File: src/rtl/pipe_stall_ctrl.sv
// ---------------------------------------------------------------------------
// pipe_stall_ctrl
//   Central stall sequencer for the 5-stage pipeline (IF, ID, EX, MEM, WB).
//   It merges stall requests from ID (load-use), EX (multi-cycle divider) and
//   MEM (data SRAM wait) into one stall bus. The bus freezes the PC and the
//   inter-stage registers. The block also extends load-use bubbles, tells ID to
//   hold its captured instruction, and keeps stall counters and a watchdog.
//
//   Request semantics: the stallreq_* inputs are level signals. A request is
//   honoured in the same cycle it is seen, through the combinational stall
//   output. There is no handshake; a source keeps its request high for as
//   long as it needs the pipeline frozen.
//
// Ports
//   clk            in   system clock, rising edge
//   rst            in   synchronous, active-high reset
//   stallreq_id    in   load-use hazard request from ID (combinational in ID)
//   stallreq_ex    in   EX multi-cycle unit busy
//   stallreq_mem   in   MEM data SRAM not ready
//   stall[5:0]     out  stall bus: bit0 PC, bit1 IF/ID, bit2 ID/EX,
//                       bit3 EX/MEM, bit4 MEM/WB, bit5 WB (never set); 1 = stop
//   id_inst_hold   out  registered; ID uses its captured instruction
//   ctrl_state     out  current FSM state (debug)
//   stall_cycles   out  count of cycles with stall[0]=1 (wraps)
//   load_use_cnt   out  count of accepted load-use events
//   stall_timeout  out  sticky watchdog flag
// ---------------------------------------------------------------------------
module pipe_stall_ctrl #(
   parameter int LOAD_BUBBLE = 1,
   parameter int TIMEOUT     = 64,
   parameter int CNT_W       = 32
) (
   input  logic             clk,
   input  logic             rst,
   input  logic             stallreq_id,
   input  logic             stallreq_ex,
   input  logic             stallreq_mem,
   output logic [5:0]       stall,
   output logic             id_inst_hold,
   output logic [1:0]       ctrl_state,
   output logic [CNT_W-1:0] stall_cycles,
   output logic [CNT_W-1:0] load_use_cnt,
   output logic             stall_timeout
);

   localparam logic [5:0] L_NONE = 6'b000000;
   localparam logic [5:0] L_ID   = 6'b000111;
   localparam logic [5:0] L_EX   = 6'b001111;
   localparam logic [5:0] L_MEM  = 6'b011111;

   typedef enum logic [1:0] {
      RUN  = 2'd0,
      LU   = 2'd1,
      EXW  = 2'd2,
      MEMW = 2'd3
   } state_t;

   state_t      state, state_nxt;
   logic [3:0]  bub_cnt, bub_nxt;
   logic [15:0] wd_cnt;
   logic [5:0]  req_level;
   logic [5:0]  held_level;
   logic        id_only;
   logic        id_only_q;

   // Request-derived level, with mem winning over ex, and ex winning over id.
   always_comb begin
      req_level = L_NONE;
      if (stallreq_mem)      req_level = L_MEM;
      else if (stallreq_ex)  req_level = L_EX;
      else if (stallreq_id)  req_level = L_ID;
   end

   // Only the extended load-use bubble holds a level of its own.
   // EXW and MEMW follow the live requests.
   always_comb begin
      held_level = L_NONE;
      if (state == LU && bub_cnt != 4'd0) held_level = L_ID;
   end

   // The levels are nested masks, so OR-ing them selects the highest one.
   always_comb begin
      stall = L_NONE;
      if (!rst) stall = req_level | held_level;
   end

   // A load-use request counts only if it wins arbitration while in RUN.
   assign id_only    = (state == RUN) && stallreq_id && !stallreq_ex && !stallreq_mem;
   assign ctrl_state = state;

   always_comb begin
      state_nxt = state;
      bub_nxt   = bub_cnt;
      case (state)
         RUN: begin
            if (stallreq_mem) begin
               state_nxt = MEMW;
            end else if (stallreq_ex) begin
               state_nxt = EXW;
            end else if (stallreq_id && (LOAD_BUBBLE > 1)) begin
               state_nxt = LU;
               bub_nxt   = 4'(LOAD_BUBBLE - 1);
            end
         end
         LU: begin
            if (stallreq_mem) begin
               state_nxt = MEMW;
               bub_nxt   = 4'd0;
            end else if (stallreq_ex) begin
               state_nxt = EXW;
               bub_nxt   = 4'd0;
            end else if (bub_cnt <= 4'd1) begin
               state_nxt = RUN;
               bub_nxt   = 4'd0;
            end else begin
               bub_nxt   = bub_cnt - 4'd1;
            end
         end
         EXW: begin
            if (stallreq_mem)      state_nxt = MEMW;
            else if (stallreq_ex)  state_nxt = EXW;
            else                   state_nxt = RUN;
         end
         MEMW: begin
            if (stallreq_mem)      state_nxt = MEMW;
            else if (stallreq_ex)  state_nxt = EXW;
            else                   state_nxt = RUN;
         end
         default: begin
            state_nxt = RUN;
            bub_nxt   = 4'd0;
         end
      endcase
   end

   always_ff @(posedge clk) begin
      if (rst) begin
         state         <= RUN;
         bub_cnt       <= 4'd0;
         wd_cnt        <= 16'd0;
         stall_cycles  <= '0;
         load_use_cnt  <= '0;
         stall_timeout <= 1'b0;
         id_inst_hold  <= 1'b0;
         id_only_q     <= 1'b0;
      end else begin
         state     <= state_nxt;
         bub_cnt   <= bub_nxt;
         id_only_q <= id_only;

         if (stall[0]) stall_cycles <= stall_cycles + CNT_W'(1);

         // A held load-use request counts once, on its rising edge.
         if (id_only && !id_only_q) load_use_cnt <= load_use_cnt + CNT_W'(1);

         // The watchdog counts consecutive stalled cycles and saturates at
         // TIMEOUT. It only reports; it never changes the stall bus.
         if (!stall[0])                          wd_cnt <= 16'd0;
         else if (wd_cnt < 16'(TIMEOUT))         wd_cnt <= wd_cnt + 16'd1;

         if (stall[0] && wd_cnt == 16'(TIMEOUT - 1)) stall_timeout <= 1'b1;

         id_inst_hold <= stall[1] & stall[2];
      end
   end

endmodule

File: config.mk
export PLATFORM = sky130hd
export DESIGN_NAME = pipe_stall_ctrl
export DESIGN_NICKNAME = d
export VERILOG_FILES = /design/src/rtl/pipe_stall_ctrl.sv
export SDC_FILE = /design/constraint.sdc
export NUM_CORES = 1
export LEC_CHECK = 0
export CORE_MARGIN = 2
export CORE_UTILIZATION = 23
export CTS_CLUSTER_DIAMETER = 100
export DETAILED_ROUTE_END_ITERATION = 16
export PLACE_DENSITY = 0.51
export SYNTH_ARGS = -nofsm -noshare
export SYNTH_HDL_FRONTEND = slang
export SYNTH_SLANG_ARGS = --single-unit
File: constraint.sdc
create_clock -name clk -period 2.39 [get_ports clk]
set_input_delay 0.478 -clock clk [delete_from_list [all_inputs] [get_ports clk]]
set_output_delay 0.478 -clock clk [all_outputs]
set_load 0.02 [all_outputs]
==> insert_results.sql, run 1 <==
INSERT INTO impl_metrics (metric_group, metric, value, unit) VALUES
('status', 'status', 'finished, violations left', ''),
('status', 'violations_in_the_final_reports', 'setup timing', ''),
('drt', 'viasPerCell', '4.86', ''),
('sta', 'grt_setup_unrepaired', 'true', ''),
('worst_setup_path', 'critPathLaunchType', 'flip-flop', ''),
('drt', 'routed-wl-met3', '610', 'um'),
('clocking', 'clock-sinks', '89', ''),
('worst_setup_path', 'endpoint_kind', 'primary output', ''),
('sta', 'fmax', '402', 'MHz'),
('drt', 'drt_first_iter_violations', '181', ''),
('power_and_ir_drop', 'pwr_density_cell', '511', 'mW/mm2'),
('synth', 'synthesis.area_per_instance', '8.77', 'um2'),
('grt', 'initial_antenna_violation_count', '0', ''),
('layout', 'final_common_cell', 'dfxtp_1', ''),
('placement', 'dpl_worst_slack', '-454', 'ps'),
('synth', 'post_synth_instance_area', '0.00451', 'mm2'),
('drt', 'wl_met2', '6.08', 'mm'),
('layout', 'instances_no_fill', '892', ''),
('drt', 'route.top_layer_used', 'met4', ''),
('synth', 'postSynth.topFlopCell', 'dfxtp_1', ''),
('grt', 'global_route_wire_length_before_repair', '20.9', 'mm'),
('clocking', 'cts_max_level', '3', ''),
('placement', 'detailedPlacementHpwl', '9.20', 'mm'),
('power_and_ir_drop', 'total_power_of_the_final_layout', '3.14', 'mW'),
('job', 'cap_violations', '0', ''),
('layout', 'finalNetCount', '633', ''),
('sta', 'max-slew-margin-rel', '64.6', '%'),
('die', 'fp.dieW', '144', 'um'),
('clocking', 'tritoncts', 'built', ''),
('die', 'die_span_in_y', '144', 'um'),
('drt', 'antenna_left', '0', ''),
('layout', 'fillers', '2013', ''),
('hold_path', 'worst_hold_path_type', 'primary input to flip-flop', ''),
('sta', 'layout_min_cycle_time', '2490', 'ps'),
('synth', 'synth.net_count', '525', ''),
('drt', 'wire_per_inst', '14.3', 'um'),
('grt', 'grtUsageTotal', '12.6', '%'),
('sta', 'finalSetupViolations', '3', ''),
('die', 'die-area', '0.0208', 'mm2'),
('clocking', 'clock_latency', '350', 'ps'),
('synth', 'ys_types', '53', ''),
('power_and_ir_drop', 'max-vdd-ir-drop', '0.295', 'mV'),
('layout', 'layout_cells_sized_above_1', '15.8', '%'),
('worst_setup_path', 'cp_data_arrival_time', '2010', 'ps'),
('power_and_ir_drop', 'p_leak', '2.06', 'nW'),
('drt', 'drt_first_pass_iters', '4', ''),
('die', 'design.portCount', '79', ''),
('drt', 'via_count', '4334', ''),
('sta', 'worst_clock_skew', '8.59', 'ps'),
('sta', 'report.final.slew_viol_count', '0', ''),
('synth', 'part_of_the_yosys_area_used_for_sequential_elements', '39.5', '%'),
('clocking', 'clk_pin_slew', '70', 'ps'),
('sta', 'hold_viol', '0', ''),
('layout', 'num_antenna_cells', '0', ''),
('layout', 'area_overhead_vs_synth', '36.1', '%'),
('placement', 'port-buffer-count', '77', ''),
('synth', 'synth_async_sr_flop_share', '0', '%'),
('layout', 'final_cell_mix', '88 x dfxtp_1, 71 x clkdlybuf4s50_1, 52 x buf_4', ''),
('grt', 'overflow', '0', ''),
('die', 'core_area', '0.0193', 'mm2'),
('placement', 'dp.cells', '875', ''),
('synth', 'ys_seq_elements', '89', ''),
('synth', 'synth-warning-count', '0', ''),
('synth', 'synth_edf_count', '0', ''),
('drt', 'route.final.wire_length', '12.7', 'mm'),
('grt', 'first_global_vias', '4107', ''),
('drt', 'met1_length', '5.79', 'mm'),
('die', 'floorplan.initialDensity', '23.3', '%'),
('worst_setup_path', 'critical_path_class', 'flip-flop to primary output', ''),
('synth', 'post_synth_inst_count', '515', ''),
('clocking', 'root_buffer', 'clkbuf_16', ''),
('sta', 'min_period_over_period', '104', '%'),
('clocking', 'cts_max_path_buffers', '2', ''),
('clocking', 'numCtsBuffers', '9', ''),
('die', 'placementRows', '51', ''),
('sta', 'worst_pin_slew', '526', 'ps'),
('placement', 'place_congestion', '0.803', ''),
('layout', 'final_core_occ', '31.8', '%'),
('worst_setup_path', 'crit_path_max_fanout', '8', ''),
('sta', 'final_ws_setup', '-101', 'ps'),
('worst_setup_path', 'worst_ep_required_time', '1910', 'ps'),
('grt', 'maximum_number_of_pins_on_one_net_before_global_route_repair', '53', ''),
('drt', 'detail_route.drc_violations', '0', '');
## per-stage QoR
step	setup TNS (ps)	cell area [um2]	hold WS (ps)
floorplan	0	4550	430
global placement	-8320	5810	442
detailed placement	-11390	5810	444
CTS	-624	6130	380
global route	-602	6150	418
finish	-299	6150	400
## final timing paths
| check | start | end | slack (ps) | cells past startpoint |
|---|---|---|---|---|
| setup / recovery | bub_cnt[1]$_SDFFE_PP0N_ | stall[0] | -100 | 7 |
| hold / removal | rst | stall_cycles[20]$_SDFFE_PP0P_ | 400 | 2 |
| setup reg to reg | bub_cnt[1]$_SDFFE_PP0N_ | stall_cycles[29]$_SDFFE_PP0P_ | 130 | 8 |
| hold reg to reg | stall_timeout$_SDFFE_PP0P_ | stall_timeout$_SDFFE_PP0P_ | 450 | 2 |
## synth_stat cells (2+ instances only)
library cell	instances	share of area, %
a21oi_1	40	4.4
and2_1	13	1.8
and3_1	10	1.4
and4_1	9	1.7
buf_2	7	0.78
buf_4	6	1.0
buf_6	3	0.75
clkbuf_1	13	1.1
dfxtp_1	89	39
ha_1	5	1.4
inv_1	11	0.91
mux2_2	16	4.0
mux2i_1	4	0.89
nand2_1	24	2.0
nand2b_1	4	0.55
nand3_1	18	2.0
nand3b_1	2	0.33
nand4_1	26	3.6
nand4b_1	2	0.39
nor2_1	43	3.6
nor2b_1	18	2.5
nor3_1	9	1.0
nor4_1	16	2.2
nor4b_1	5	0.97
nor4bb_1	2	0.44
o21a_1	3	0.50
o21ai_0	11	1.2
o31ai_1	26	4.3
or3_1	14	1.9
or4_1	32	5.3
xnor2_1	6	1.2
xor2_1	7	1.4
## final cells by class
cell class | instances | area [um2] | share of cell area, %
well taps | 265 | 332 | 5.39
repair buffers | 130 | 1170 | 19.1
inverters | 11 | 46.3 | 0.753
flip-flops and latches | 89 | 1780 | 29.0
clock inverters | 3 | 40.0 | 0.651
multi-input cells | 382 | 2520 | 40.9
clock buffers | 12 | 256 | 4.17
## critical path: stages (launching register included)
cell and delay, ps:
dfxtp_2 320, inv_2 70, ha_4 130, or3b_4 390
a2111oi_4 370, or2_4 210, inv_6 50, buf_6 120
## cells by family after synthesis
group / count (synthesis) / synth area share, %
simple gates: 258 / 34.5
fa+ha+maj: 5 / 1.39
compound gates: 85 / 11.9
buf+inv: 44 / 5.32
mux: 20 / 4.88
xor+xnor: 13 / 2.52
other cells: 1 / 0.0831
flops: 89 / 39.5
## where the power goes
group	switching [mW]	internal (mW)	leakage, nW
logic	0.110	0.0773	1.19
registers	0.0123	1.50	0.719
clock network	0.584	0.859	0.148
total	0.707	2.43	2.06
## registers in the layout, indices dropped and copies added, names as in the netlist
| signal | flops |
|---|---|
| stall_cycles | 32 |
| stall_timeout | 1 |
| bub_cnt | 4 |
| ctrl_state | 2 |
| id_inst_hold | 1 |
| wd_cnt | 16 |
| id_only_q | 1 |
| load_use_cnt | 32 |
## layer usage
layer | vias to the layer above | global-route usage [%]
met5 | - | 0
met4 | 0 | 4.70
met3 | 14 | 3.18
met2 | 109 | 21.1
met1 | 2069 | 15.7
li1 | 2142 | -
## what timing repair did
| item | in CTS | in global routing |
|---|---|---|
| setup buffers | 1 | 1 |
| hold buffers | 0 | 0 |
| pin swaps | 2 | 1 |
| endpoints found under the setup margin | 11 | 14 |
| cloned | 0 | 0 |
| endpoints found under the hold margin | 0 | 0 |
| resized for setup | 23 | 3 |
(Power assumes the default switching activity.)
==> inputs of run 2 (changes only) <==
Settings changed: ABC_AREA from default to 1, PLACE_DENSITY 0.51 to 0.5.
==> run 2 against run 1 <==
The run now ends clean. Combinational power decreased by 10%. Hold slack improved by 27 ps. Clock skew increased by 0.73 ps. Final cell count increased by 22%. Synthesized cell count increased by 41%. Total power decreased by 1.1%. Via count increased by 6.6%. Cell area decreased by 0.35%. Sequential cell count unchanged. Worst setup slack improved by 230 ps. Critical endpoint is now stall[2]. Largest cell class unchanged.
==> insert_results.sql, run 2 <==
INSERT INTO impl_metrics (metric_group, metric, value, unit) VALUES
('status', 'status', 'complete, no violations', ''),
('layout', 'layout_cells_sized_above_1', '8.10', '%'),
('synth', 'post_synth_instance_area', '0.00472', 'mm2'),
('clocking', 'ctsResizeCount', '14', ''),
('layout', 'design_area', '0.00612', 'mm2'),
('synth', 'synth.net_count', '734', ''),
('clocking', 'cts_max_path_buffers', '2', ''),
('hold_path', 'hold-path-cell-count', '2', ''),
('die', 'fp.dieW', '147', 'um'),
('clocking', 'clock_latency', '340', 'ps'),
('clocking', 'cts_hold_repair.buffers', '0', ''),
('worst_setup_path', 'cp_data_arrival_time', '1790', 'ps'),
('placement', 'dp.cells', '1069', ''),
('synth', 'synth_async_sr_flop_share', '0', '%'),
('job', 'cap_violations', '0', ''),
('worst_setup_path', 'worst_ep_required_time', '1910', 'ps'),
('power_and_ir_drop', 'p_leak', '2.26', 'nW'),
('grt', 'grtUsageTotal', '12.7', '%'),
('worst_setup_path', 'r2r-start', 'stall_cycles[1]$_SDFFE_PP0P_', ''),
('clocking', 'clk_pin_slew', '70', 'ps'),
('clocking', 'cts_max_level', '3', ''),
('worst_setup_path', 'r2r_setup_slack', '680', 'ps'),
('sta', 'layout_min_cycle_time', '2260', 'ps'),
('layout', 'reg.largest.list', 'load_use_cnt (32), stall_cycles (32), wd_cnt (16)', ''),
('drt', 'route.final.wire_length', '13.5', 'mm'),
('grt', 'global_route_wire_length_before_repair', '22.0', 'mm'),
('layout', 'final_cell_mix', '169 x nand2_1, 146 x nor2_1, 92 x inv_1', ''),
('synth', 'yosys.area.top_type', 'dfxtp_1', ''),
('clocking', 'cts_setup_buffers', '0', ''),
('sta', 'fmax', '442', 'MHz'),
('layout', 'area_taken_by_flip_flops_and_latches', '0.00178', 'mm2'),
('worst_setup_path', 'sequence_of_cells_on_the_critical_path', 'clkdlybuf4s50_1 -> nor2_4 -> nand2_1 -> inv_1 -> nand2_4 -> nand2_4 -> clkinvlp_4 -> buf_2', ''),
('die', 'floorplan.initialDensity', '23.4', '%'),
('sta', 'hold_viol', '0', ''),
('worst_setup_path', 'critical-path-top-delay-family', 'buffers and inverters', ''),
('drt', 'antenna_left', '0', ''),
('worst_setup_path', 'endpoint_kind', 'primary output', ''),
('synth', 'synth-warning-count', '0', ''),
('worst_setup_path', 'critical-path-max-stage-delay', '470', 'ps'),
('hold_path', 'hp-start', 'wd_cnt[9]$_SDFFE_PP0N_', ''),
('synth', 'ys_seq_elements', '89', ''),
('synth', 'synth_edf_count', '0', ''),
('layout', 'instances_no_fill', '1085', ''),
('sta', 'report.final.slew_viol_count', '0', ''),
('layout', 'finalNetCount', '820', ''),
('hold_path', 'hold-path-endpoint', 'wd_cnt[9]$_SDFFE_PP0N_', ''),
('sta', 'grt_setup_unrepaired', 'false', ''),
('sta', 'worst_clock_skew', '9.33', 'ps'),
('sta', 'min_period_over_period', '94.7', '%'),
('layout', 'area_overhead_vs_synth', '29.7', '%'),
('grt', 'first_global_vias', '4282', ''),
('layout', 'num_antenna_cells', '0', ''),
('grt', 'initial_antenna_violation_count', '0', ''),
('placement', 'dpl_worst_slack', '-367', 'ps'),
('worst_setup_path', 'r2r_cells', '8', ''),
('layout', 'fillers', '2248', ''),
('layout', 'multi_input_area', '0.00248', 'mm2'),
('worst_setup_path', 'critPathLaunchType', 'primary input', ''),
('placement', 'detailedPlacementHpwl', '10.1', 'mm'),
('sta', 'finalSetupViolations', '0', ''),
('grt', 'maximum_number_of_pins_on_one_net_before_global_route_repair', '41', ''),
('drt', 'detail_route.drc_violations', '0', ''),
('drt', 'drt_first_pass_iters', '4', ''),
('synth', 'post_synth_inst_count', '724', ''),
('synth', 'post-synth-top-count-cell', 'nand2_1', ''),
('synth', 'part_of_the_yosys_area_used_for_sequential_elements', '37.7', '%'),
('synth', 'top_cells_by_area_synth', 'dfxtp_1 38%, nand2_1 13%, nor2_1 12%, inv_1 7.4%, nand3_1 5.0%', ''),
('clocking', 'tritoncts', 'built', ''),
('worst_setup_path', 'timing.critical_path.mode_cell', 'nand2_4', ''),
('layout', 'final_common_cell', 'nand2_1', ''),
('drt', 'drt_first_iter_violations', '205', ''),
('die', 'placementRows', '52', ''),
('clocking', 'clock-sinks', '89', ''),
('worst_setup_path', 'critical-path-slowest-cell', 'clkdlybuf4s50_1', ''),
('hold_path', 'worst_hold_path_type', 'flip-flop to flip-flop', ''),
('clocking', 'numCtsBuffers', '9', ''),
('placement', 'port-buffer-count', '77', ''),
('die', 'die-area', '0.0217', 'mm2'),
('worst_setup_path', 'worst-path-buf-inv', '4', ''),
('sta', 'final_ws_setup', '126', 'ps'),
('synth', 'synthesis.area_per_instance', '6.52', 'um2'),
('synth', 'area_share_of_the_largest_cell_type_after_synthesis', '37.7', '%'),
('power_and_ir_drop', 'pwr_density_cell', '507', 'mW/mm2'),
('synth', 'ys_types', '35', ''),
('power_and_ir_drop', 'max-vdd-ir-drop', '0.298', 'mV'),
('synth', 'postSynth.topFlopCell', 'dfxtp_1', ''),
('placement', 'placed_area', '0.00585', 'mm2'),
('drt', 'via_count', '4619', ''),
('die', 'die_span_in_y', '147', 'um'),
('placement', 'place_congestion', '0.805', ''),
('worst_setup_path', 'crit_path_max_fanout', '5', ''),
('drt', 'viasPerCell', '4.26', ''),
('grt', 'overflow', '0', ''),
('die', 'design.portCount', '79', ''),
('clocking', 'root_buffer', 'clkbuf_16', ''),
('drt', 'wire_per_inst', '12.5', 'um'),
('die', 'core_area', '0.0202', 'mm2'),
('synth', 'synth_commonest_cells', '169 x nand2_1, 146 x nor2_1, 93 x inv_1', ''),
('layout', 'final_core_occ', '30.4', '%'),
('worst_setup_path', 'r2r-end', 'stall_cycles[22]$_SDFFE_PP0P_', ''),
('worst_setup_path', 'critical_path_class', 'primary input to primary output', '');
-- run 2: cell count changes after synthesis, sizes merged, moves of 26 or more --
cell / delta
nand2: +153
or4: -32
o31ai: -26
nor2: +122
nand3: +30
inv: +83
-- run 2: through the flow --
stage / hold WS, ps / total power, mW / TNS, ps
final: 427 / 3.10 / 0
after detailed placement: 419 / 1.72 / -1110
after global routing: 454 / 3.22 / 0
after CTS: 430 / 3.17 / 0
after global placement: 417 / 1.72 / -1010
after floorplan: 408 / 1.65 / 0
-- run 2: cell families (layout without fill, tap and decap cells) --
family	count (synthesis)	in the layout	synth area share, %
xor+xnor	15	15	2.78
compound gates	57	57	6.36
other cells	1	1	0.0794
flops	89	89	37.7
simple gates	445	445	41.9
fa+ha+maj	5	5	1.33
buf+inv	112	203	9.78
-- run 2: metal layers --
| layer | track usage, % | share of wire (%) |
|---|---|---|
| met5 | 0 | 0 |
| met3 | 3.32 | 5.1 |
| met1 | 17.1 | 49 |
| met4 | 2.74 | 0.89 |
| met2 | 20.5 | 45 |
-- run 2: worst max path at each step --
stage | endpoint | from | cells past startpoint
floorplan | stall[1] | bub_cnt[0]$_SDFFE_PP0N_ | 9
global placement | stall[2] | stallreq_mem | 8
detailed placement | stall[2] | stallreq_mem | 8
CTS | stall[2] | stallreq_mem | 8
global route | stall[2] | stallreq_mem | 8
finish | stall[2] | stallreq_mem | 8
-- run 2: power breakdown --
part | switching [mW] | leakage, nW | total (mW) | internal [mW]
clock network | 0.613 | 0.144 | 1.42 | 0.811
logic | 0.109 | 1.39 | 0.168 | 0.0598
registers | 0.0154 | 0.719 | 1.51 | 1.50
total | 0.737 | 2.26 | 3.10 | 2.37
-- run 2: worst reg2reg max path: stages, from the launching register on --
cell and delay, ps:
dfxtp_1 410, ha_1 230, inv_1 50, nor2_1 200, nand2_1 190, nor2_1 200, nand3_1 110, o21ai_0 160
a21oi_1 50
-- run 2: area by class of cell --
class	instances	area share, %
clock buffer	11	3.80
clock inverter	5	0.878
inverter	94	5.82
multi-input combinational	523	40.4
sequential	89	29.1
tap	270	5.52
timing repair buffer	93	14.4
==> inputs of run 3 (changes only) <==
Settings changed: ABC_CLOCK_PERIOD_IN_PS from default to 2390, CAP_MARGIN from default to 30, CORE_ASPECT_RATIO from default to 1.2.
==> run 3 against run 2 <==
Register-to-register slack lost 20 ps. Sequential share of layout area is 0.089 points lower. Clock-buffer cell count up 3. Combinational power about the same. Cell area up 0.31%. Clock skew shrank 3.7 ps. Final cell count shrank 0.46%. Worst setup slack worse by 57 ps. Highest routed layer unchanged.
==> insert_results.sql, run 3 (synthesis gave the netlist of run 2 again) <==
INSERT INTO impl_metrics (metric_group, metric, value, unit) VALUES
('die', 'core_area', '0.0202', 'mm2'),
('sta', 'worst_clock_skew', '5.64', 'ps'),
('placement', 'detailedPlacementHpwl', '10.3', 'mm'),
('drt', 'antenna_left', '0', ''),
('drt', 'drt_first_iter_violations', '163', ''),
('layout', 'final_cell_mix', '169 x nand2_1, 146 x nor2_1, 93 x inv_1', ''),
('job', 'cap_violations', '0', ''),
('clocking', 'tritoncts', 'built', ''),
('worst_setup_path', 'crit_path_max_fanout', '13', ''),
('grt', 'first_global_vias', '4424', ''),
('worst_setup_path', 'critPathLaunchType', 'primary input', ''),
('power_and_ir_drop', 'internal_power', '2.45', 'mW'),
('grt', 'overflow', '0', ''),
('layout', 'reg.largest.list', 'load_use_cnt (32), stall_cycles (32), wd_cnt (16)', ''),
('placement', 'port-buffer-count', '77', ''),
('clocking', 'numCtsBuffers', '9', ''),
('power_and_ir_drop', 'p_switching', '706', 'uW'),
('worst_setup_path', 'critical-path-max-stage-delay', '600', 'ps'),
('placement', 'placed_area', '0.00585', 'mm2'),
('sta', 'finalSetupViolations', '0', ''),
('sta', 'report.final.slew_viol_count', '0', ''),
('hold_path', 'worst_hold_path_type', 'flip-flop to flip-flop', ''),
('sta', 'layout_min_cycle_time', '2320', 'ps'),
('power_and_ir_drop', 'max-vdd-ir-drop', '0.297', 'mV'),
('grt', 'initial_antenna_violation_count', '0', ''),
('power_and_ir_drop', 'p_sw_share', '22.3', '%'),
('layout', 'layout_cells_sized_above_1', '7.85', '%'),
('worst_setup_path', 'worst-path-buf-inv', '3', ''),
('grt', 'maximum_number_of_pins_on_one_net_before_global_route_repair', '41', ''),
('layout', 'final_common_cell', 'nand2_1', ''),
('power_and_ir_drop', 'pwr-share-clk', '46.9', '%'),
('sta', 'max-slew-margin-rel', '66.1', '%'),
('sta', 'worst_pin_slew', '505', 'ps'),
('die', 'floorplan.initialDensity', '23.4', '%'),
('layout', 'design_area', '0.00614', 'mm2'),
('power_and_ir_drop', 'p_seq_share', '47.8', '%'),
('sta', 'tightest_hold_margin', '427', 'ps'),
('worst_setup_path', 'worst_ep_required_time', '1910', 'ps'),
('sta', 'fmax', '431', 'MHz'),
('power_and_ir_drop', 'p_leak', '2.27', 'nW'),
('sta', 'grt_setup_unrepaired', 'false', ''),
('sta', 'min_period_over_period', '97.1', '%'),
('die', 'die-area', '0.0217', 'mm2'),
('clocking', 'clk_pin_slew', '60', 'ps'),
('die', 'die_span_in_y', '161', 'um'),
('drt', 'via_count', '4595', ''),
('die', 'fp.dieW', '135', 'um'),
('drt', 'viasPerCell', '4.25', ''),
('clocking', 'cts_max_path_buffers', '2', ''),
('sta', 'fin_setup_tns', '0', 'ps'),
('clocking', 'clock_latency', '340', 'ps'),
('worst_setup_path', 'cp_data_arrival_time', '1840', 'ps'),
('drt', 'wire_per_inst', '12.6', 'um'),
('worst_setup_path', 'sequence_of_cells_on_the_critical_path', 'clkdlybuf4s50_1 -> buf_4 -> nor2_1 -> clkdlybuf4s50_1', ''),
('die', 'placementRows', '57', ''),
('layout', 'num_antenna_cells', '0', ''),
('clocking', 'cts_max_level', '3', ''),
('power_and_ir_drop', 'power_frac_comb', '5.3', '%'),
('sta', 'hold_viol', '0', ''),
('worst_setup_path', 'critical_path_class', 'primary input to primary output', ''),
('drt', 'route.final.wire_length', '13.6', 'mm'),
('power_and_ir_drop', 'pwr_density_cell', '514', 'mW/mm2'),
('clocking', 'cts_hold_repair.buffers', '0', ''),
('placement', 'place_congestion', '0.826', ''),
('grt', 'global_route_wire_length_before_repair', '22.3', 'mm'),
('drt', 'detail_route.drc_violations', '0', ''),
('drt', 'drt_first_pass_iters', '4', ''),
('worst_setup_path', 'timing.critical_path.mode_cell', 'clkdlybuf4s50_1', ''),
('worst_setup_path', 'endpoint_kind', 'primary output', ''),
('die', 'design.portCount', '79', ''),
('clocking', 'root_buffer', 'clkbuf_16', ''),
('status', 'status', 'complete, no violations', ''),
('worst_setup_path', 'critical-path-top-delay-family', 'buffers and inverters', ''),
('worst_setup_path', 'critical-path-slowest-cell', 'clkdlybuf4s50_1', ''),
('grt', 'grtUsageTotal', '13.0', '%'),
('layout', 'finalNetCount', '820', ''),
('layout', 'area_overhead_vs_synth', '30.1', '%'),
('clocking', 'clock-sinks', '89', '');
-- run 3: cell count changes in the layout (fill, tap and decap cells not counted) --
cell | before | now
buf_2 | 4 | 0
clkbuf_2 | 0 | 3
clkbuf_8 | 0 | 3
clkdlybuf4s50_1 | 71 | 73
clkinv_2 | 3 | 1
clkinvlp_4 | 1 | 0
dlygate4sd2_1 | 1 | 0
inv_1 | 92 | 93
inv_6 | 1 | 0
-- run 3: per-layer routing --
layer | up-vias | wire length, um | share of wire [%] | track usage (%)
met5 | - | 0 | 0 | 0
met4 | 0 | 231 | 1.7 | 4.83
met3 | 15 | 594 | 4.4 | 2.84
met2 | 80 | 6640 | 49 | 21.9
met1 | 2042 | 6100 | 45 | 16.1
li1 | 2458 | - | - | -
-- run 3: worst register-to-register path, stage by stage (launching register included) --
cell,delay [ps]
dfxtp_1,400
ha_1,240
inv_1,50
nor2_1,210
nand2_1,170
nor2_1,200
nand3_1,140
o21ai_0,170
a21oi_1,50
-- run 3: area by class of cell --
class / count / area (um2)
clock inverter: 2 / 35.0
fill: 2227 / 14000
inverter: 94 / 353
clock buffer: 14 / 274
multi-input combinational: 523 / 2480
sequential: 89 / 1780
timing repair buffer: 93 / 891
tap: 265 / 332
-- run 3: power by group through the flow --
stage / Combinational, mW / Sequential, mW / Clock (mW)
2_1_floorplan: 0.0947 / 1.55 / 0
3_3_place_gp: 0.174 / 1.55 / 0
3_5_place_dp: 0.174 / 1.55 / 0
4_1_cts: 0.172 / 1.51 / 1.55
5_1_grt: 0.187 / 1.51 / 1.60
6_report: 0.167 / 1.51 / 1.48
-- run 3: repair_timing --
action,4_1_cts,5_1_grt
endpoints found under the setup margin,3,4
resized for setup,3,7
buffers inserted,0,0
-- run 3: final timing paths --
path	endpoint	slack (ps)	from	cells after the start
max reg2reg	stall_cycles[22]$_SDFFE_PP0P_	660	stall_cycles[1]$_SDFFE_PP0P_	8
min	wd_cnt[8]$_SDFFE_PP0N_	430	wd_cnt[8]$_SDFFE_PP0N_	2
min reg2reg	wd_cnt[8]$_SDFFE_PP0N_	430	wd_cnt[8]$_SDFFE_PP0N_	2
max	stall[4]	70	rst	4
-- run 3: through the flow --
step / worst slack, ps / utilization, % / cells / total power [mW]
2_1_floorplan: 557 / - / 724 / 1.65
3_5_place_dp: -297 / 29.0 / 1064 / 1.72
4_1_cts: -4.57 / 30.5 / 1080 / 3.23
3_3_place_gp: -264 / 29.0 / 1064 / 1.72
5_1_grt: 15.7 / 30.4 / 1080 / 3.30
6_report: 68.9 / 30.4 / 1080 / 3.16
